===== config.mk =====
export PLATFORM = sky130hd
export DESIGN_NAME = present_sbox_player_serial
export DESIGN_NICKNAME = d
export VERILOG_FILES = /design/src/rtl/present_sbox_player_serial.sv
export SDC_FILE = /design/constraint.sdc
export NUM_CORES = 1
export LEC_CHECK = 0
export BUFFER_PORTS_ARGS = -buffer_cell sky130_fd_sc_hd__buf_2
export CAP_MARGIN = 40
export CORE_ASPECT_RATIO = 1.25
export CORE_MARGIN = 3
export CORE_UTILIZATION = 40
export CTS_CLUSTER_SIZE = 14
export DETAILED_ROUTE_END_ITERATION = 8
export PLACE_DENSITY = 0.63
export SLEW_MARGIN = 20
export SYNTH_ARGS = -nofsm -noshare
export SYNTH_HDL_FRONTEND = slang
export SYNTH_SLANG_ARGS = --single-unit

===== constraint.sdc =====
create_clock -name clk -period 8.58 [get_ports clk]
set_input_delay 0.858 -clock clk [delete_from_list [all_inputs] [get_ports clk]]
set_output_delay 0.858 -clock clk [all_outputs]
set_load 0.02 [all_outputs]

===== src/rtl/present_sbox_player_serial.sv =====
// present_sbox_player_serial: serialised PRESENT round (addRoundKey, sBoxLayer, pLayer) with valid/ready handshake
module Present_S_Box (
    input  logic [3:0] i_x,
    output logic [3:0] o_y
);
    localparam logic [63:0] LUT = 64'h21748FE3DA09B65C;
    assign o_y = LUT[{i_x, 2'b00} +: 4];
endmodule

module present_sbox_player_serial #(
    parameter int NUM_SBOX = 1
) (
    input  logic        clk,
    input  logic        rst_n,
    input  logic        in_valid,
    output logic        in_ready,
    input  logic [63:0] state_in,
    input  logic [63:0] round_key,
    output logic        out_valid,
    input  logic        out_ready,
    output logic [63:0] state_out,
    output logic        busy
);
    typedef enum logic [1:0] {IDLE, SUB, DONE} state_t;
    localparam logic [4:0] LAST = 5'(16 - NUM_SBOX);
    state_t      r_state, w_next;
    logic [63:0] r_st, r_state_out, w_sub, w_perm;
    logic [4:0]  r_cnt;
    logic [3:0]  w_sbox_in  [NUM_SBOX];
    logic [3:0]  w_sbox_out [NUM_SBOX];
    logic        w_last;
    if (!(NUM_SBOX == 1 || NUM_SBOX == 2 || NUM_SBOX == 4 || NUM_SBOX == 8 || NUM_SBOX == 16)) begin : g_bad
        $error("NUM_SBOX must be 1, 2, 4, 8 or 16");
    end
    for (genvar i = 0; i < NUM_SBOX; i++) begin : g_sbox
        assign w_sbox_in[i] = r_st[{r_cnt[3:0] + 4'(i), 2'b00} +: 4];
        Present_S_Box u_sbox (.i_x(w_sbox_in[i]), .o_y(w_sbox_out[i]));
    end
    // splice the current group of substituted nibbles into the state
    always_comb begin
        w_sub = r_st;
        for (int g = 0; g < NUM_SBOX; g++)
            w_sub[{r_cnt[3:0] + 4'(g), 2'b00} +: 4] = w_sbox_out[g];
    end
    for (genvar j = 0; j < 63; j++) begin : g_perm
        assign w_perm[(16 * j) % 63] = w_sub[j];
    end
    assign w_perm[63] = w_sub[63];
    assign w_last     = r_cnt == LAST;
    assign in_ready   = rst_n && r_state == IDLE;
    assign out_valid  = r_state == DONE;
    assign busy       = r_state != IDLE;
    assign state_out  = r_state_out;
    // FSM state register
    always_ff @(posedge clk or negedge rst_n)
        if (!rst_n) r_state <= IDLE;
        else        r_state <= w_next;
    // next-state decode
    always_comb begin
        w_next = r_state;
        case (r_state)
            IDLE:    w_next = in_valid ? SUB : IDLE;
            SUB:     w_next = w_last ? DONE : SUB;
            DONE:    w_next = out_ready ? IDLE : DONE;
            default: w_next = IDLE;
        endcase
    end
    // working state, nibble counter and the registered round result
    always_ff @(posedge clk or negedge rst_n)
        if (!rst_n) begin
            r_st        <= '0;
            r_cnt       <= '0;
            r_state_out <= '0;
        end else if (r_state == IDLE && in_valid) begin
            r_st  <= state_in ^ round_key;
            r_cnt <= '0;
        end else if (r_state == SUB) begin
            r_st  <= w_sub;
            r_cnt <= r_cnt + 5'(NUM_SBOX);
            if (w_last) r_state_out <= w_perm;
        end
endmodule

==> metrics.md <==
| Metric | Value |
|---|---|
| DRC errors left | `0` |
| Clk pin slew, worst setup/hold paths | `roughly 0.06 ns` |
| Most common cell after layout, fill and taps aside | `buf_2` |
| Die extent in y | `approximately 160 um` |
| Arrival @ worst endpoint | `4.17 ns` |
| Post-Place Setup Slack | `4.696 ns` |
| Num CTS Buffers | `17` |
| Area grow syn2layout | `22.45%` |
| Vias in the first global route | `~6,900` |
| Pwr Total | `0.004120 W` |
| CTS root buffer | `clkbuf_16` |
| Skew final | `around 0.0084 ns` |
| Starting DRT DRC Count | `around 480` |
| Initial antenna violation count | `0` |
| Fin crit period | `approximately 3.9 ns` |
| Max cap viols | `0` |
| Vias post-DR | `~6,800` |
| Status | `completed` |
| Largest net degree at the start of global routing | `between 80 and 90` |
| YS warnings | `0` |
| Hold Path Class | `input port to asynchronous set/reset pin` |
| Mux cell area share after synthesis | `4.576%` |
| Slew Limit Fails | `0` |
| Clock sink count | `about 140` |
| Max VDD drop | `0.5089 mV` |
| Synth Area in Compound Gates | `28.05%` |
| Critical Path Fanout Max | `32` |
| Xor and xnor fraction of the mapped netlist area | `7.687%` |
| CTS H-tree depth | `4` |
| Total wire length | `roughly 24 mm` |
| Final Cycle Share | `a little under half` |
| Worst Path Required | `approximately 9 ns` |
| Gpl congestion | `roughly 0.95` |
| Layout cells sized above 1 | `a little under a third` |
| Final setup violation count | `0` |
| Inserted Diodes | `0` |
| Overall fraction of global-route tracks in use | `23.11%` |
| Chip Width | `128.6 um` |
| Most frequent cells in the layout | `197 x buf_2, 135 x dfrtp_1, 108 x a22oi_1, 71 x o21ai_0, 64 x xor2_1` |
| PD cells | `between 400 and 500 mW/mm2` |
| Net count, final | `around 1,100` |
| Post-CTS Setup Inserts | `0` |
| Cells on worst reg2reg path | `11` |
| Mapped Nets | `885` |
| CTS max path bufs | `2` |
| Routed WL per cell | `20.43 um` |
| Leak | `~4.3 nW` |
| Worst setup SP type | `flip-flop` |
| First-pass GRT wire length | `around 37 mm` |
| Register bit total from synthesis | `around 140` |
| Ys async rst share | `100.0%` |
| Cts hold-fix bufs | `0` |
| Post-Synthesis Cell Area | `between 0.007 and 0.008 mm2` |
| Largest family of logic cells by synthesized area | `compound AO/OA/AOI/OAI gates` |
| Simple-Gate Fraction of Synth Area | `a little under a tenth` |
| Setup_tns | `0 ns` |
| Post-CTS sizing | `0` |
| CTS tree | `yes` |
| Worst hold margin | `between 0.3 and 0.4 ns` |
| RSZ-0062 raised after global routing | `false` |
| Starting density of the core | `41.08%` |
| Fin. Hold Viols | `0` |
| Post-DP HPWL | `17.10 mm` |
| Crit path kind | `flip-flop to flip-flop` |
| # IOs | `199` |
| Post-synthesis sequential area ratio | `roughly 45%` |
| Final WS setup | `between 4 and 5 ns` |
| Rows | `55` |
| Rel. slew slack | `around 43%` |
| Vias per cell | `slightly below 6` |
| Die area | `about 0.020 mm2` |
| Endpoint type of the worst setup path | `flip-flop` |
| Congestion Overflow GR | `0` |
| Clk_lat worst skew | `roughly 0.42 ns` |
| Drt first pass iters | `5` |
| Quantity of I/O buffers inserted on ports | `between 150 and 200` |
| Reg2Reg Setup Slack | `between 4 and 5 ns` |
| Antenna Nets Post-Route | `0` |
| Post-synth EDFFs | `0` |
| Worst-Margin Slew | `around 0.85 ns` |
| Post-synthesis cell count | `about 740` |
| Avg Cell Area, Syn | `between 10 and 15 um2` |
| Synth Area in Adders | `1.830%` |
| Yosys cell types | `just over 50` |
| Core ar. | `approximately 0.018 mm2` |
| Max Fclk | `roughly 260 MHz` |
| Ys flop type | `dfrtp_1` |
## critical path, stage by stage, from the launching register on
cell,delay (ns)
dfrtp_1,0.47
buf_4,0.45
mux4_2,0.58
a22oi_1,0.28
nand2_1,0.16
inv_1,0.12
ha_1,0.25
inv_1,0.07
nand3_1,0.13
a31oi_4,0.64
buf_4,0.44
o31ai_1,0.14
## final cells by class
| type | instances | area (um2) |
|---|---|---|
| Multi-Input combinational cell | 553 | 3859 |
| Sequential cell | 135 | 3378 |
| Clock buffer | 20 | 466.7 |
| Clock inverter | 11 | 76.32 |
| Inverter | 9 | 33.78 |
| Timing Repair Buffer | 209 | 1109 |
| Tap cell | 228 | 285.3 |
| Fill cell | 1718 | 9097 |
## state kept, by name (all words and copies together) (netlist names)
register   count
r_st          64
r_state        2
r_cnt          5
state_out     64
## through the flow
step                utilization [%]  cells  area [um2]
floorplan                         -    742        7520
global placement              47.07   1132        8617
detailed placement            47.07   1132        8617
CTS                           50.04   1163        9160
global route                  50.30   1165        9208
finish                        50.30   1165        9208
## Yosys cell counts (all sizes together), types with 5 or more instances
master | count | area share (%)
a21oi | 34 | 2.3
and3 | 20 | 1.7
or2 | 5 | 0.45
nor2b | 9 | 0.75
inv | 9 | 0.45
nand3 | 14 | 0.93
nor3 | 7 | 0.47
nand2 | 43 | 2.1
a22oi | 108 | 11
dfrtp | 135 | 45
mux2i | 16 | 2.1
nand2b | 7 | 0.58
buf | 16 | 1.9
a221oi | 7 | 0.98
o211ai | 7 | 0.70
xor2 | 64 | 7.5
mux4 | 8 | 2.4
o21ai | 131 | 10
and2 | 8 | 0.67
a31oi | 5 | 0.70
ha | 11 | 1.8
clkbuf | 29 | 1.5
nor2 | 22 | 1.1
## layer usage
layer  global-route usage, %  vias to the layer above  share of wire, %
li1                        -                     3166                 -
met4                   8.214                        0               2.6
met5                       0                        -                 0
met3                   4.027                       43               5.1
met2                   39.78                      263                52
met1                   28.98                     3299                40
## power by group
part           leakage, nW  internal, W  switching [W]  total (W)
clock network        0.260     0.000389       0.000276   0.000665
registers             1.75     0.000892       0.000265    0.00116
logic                 2.29     0.000722        0.00158    0.00230
total                 4.31      0.00200        0.00212    0.00412
## final timing paths
kind,from,to
min in group clk,state_out[16]$_DFFE_PN0P_,state_out[16]$_DFFE_PN0P_
setup reg to reg,r_cnt[0]$_DFFE_PN0P_,r_st[36]$_DFFE_PN0P_
max in group asynchronous,rst_n,r_st[17]$_DFFE_PN0P_
setup / recovery,r_cnt[0]$_DFFE_PN0P_,r_st[36]$_DFFE_PN0P_
hold / removal,rst_n,r_st[46]$_DFFE_PN0P_
hold reg to reg,state_out[16]$_DFFE_PN0P_,state_out[16]$_DFFE_PN0P_
## kinds of logic after synthesis
family	count (synthesis)
adder cells (fa/ha/maj)	11
multiplexers	24
AND/OR/NAND/NOR	139
XOR/XNOR	66
AO/OA/AOI/OAI	313
flip-flops	135
buffers and inverters	54
Power figures use the tool's default switching activity.
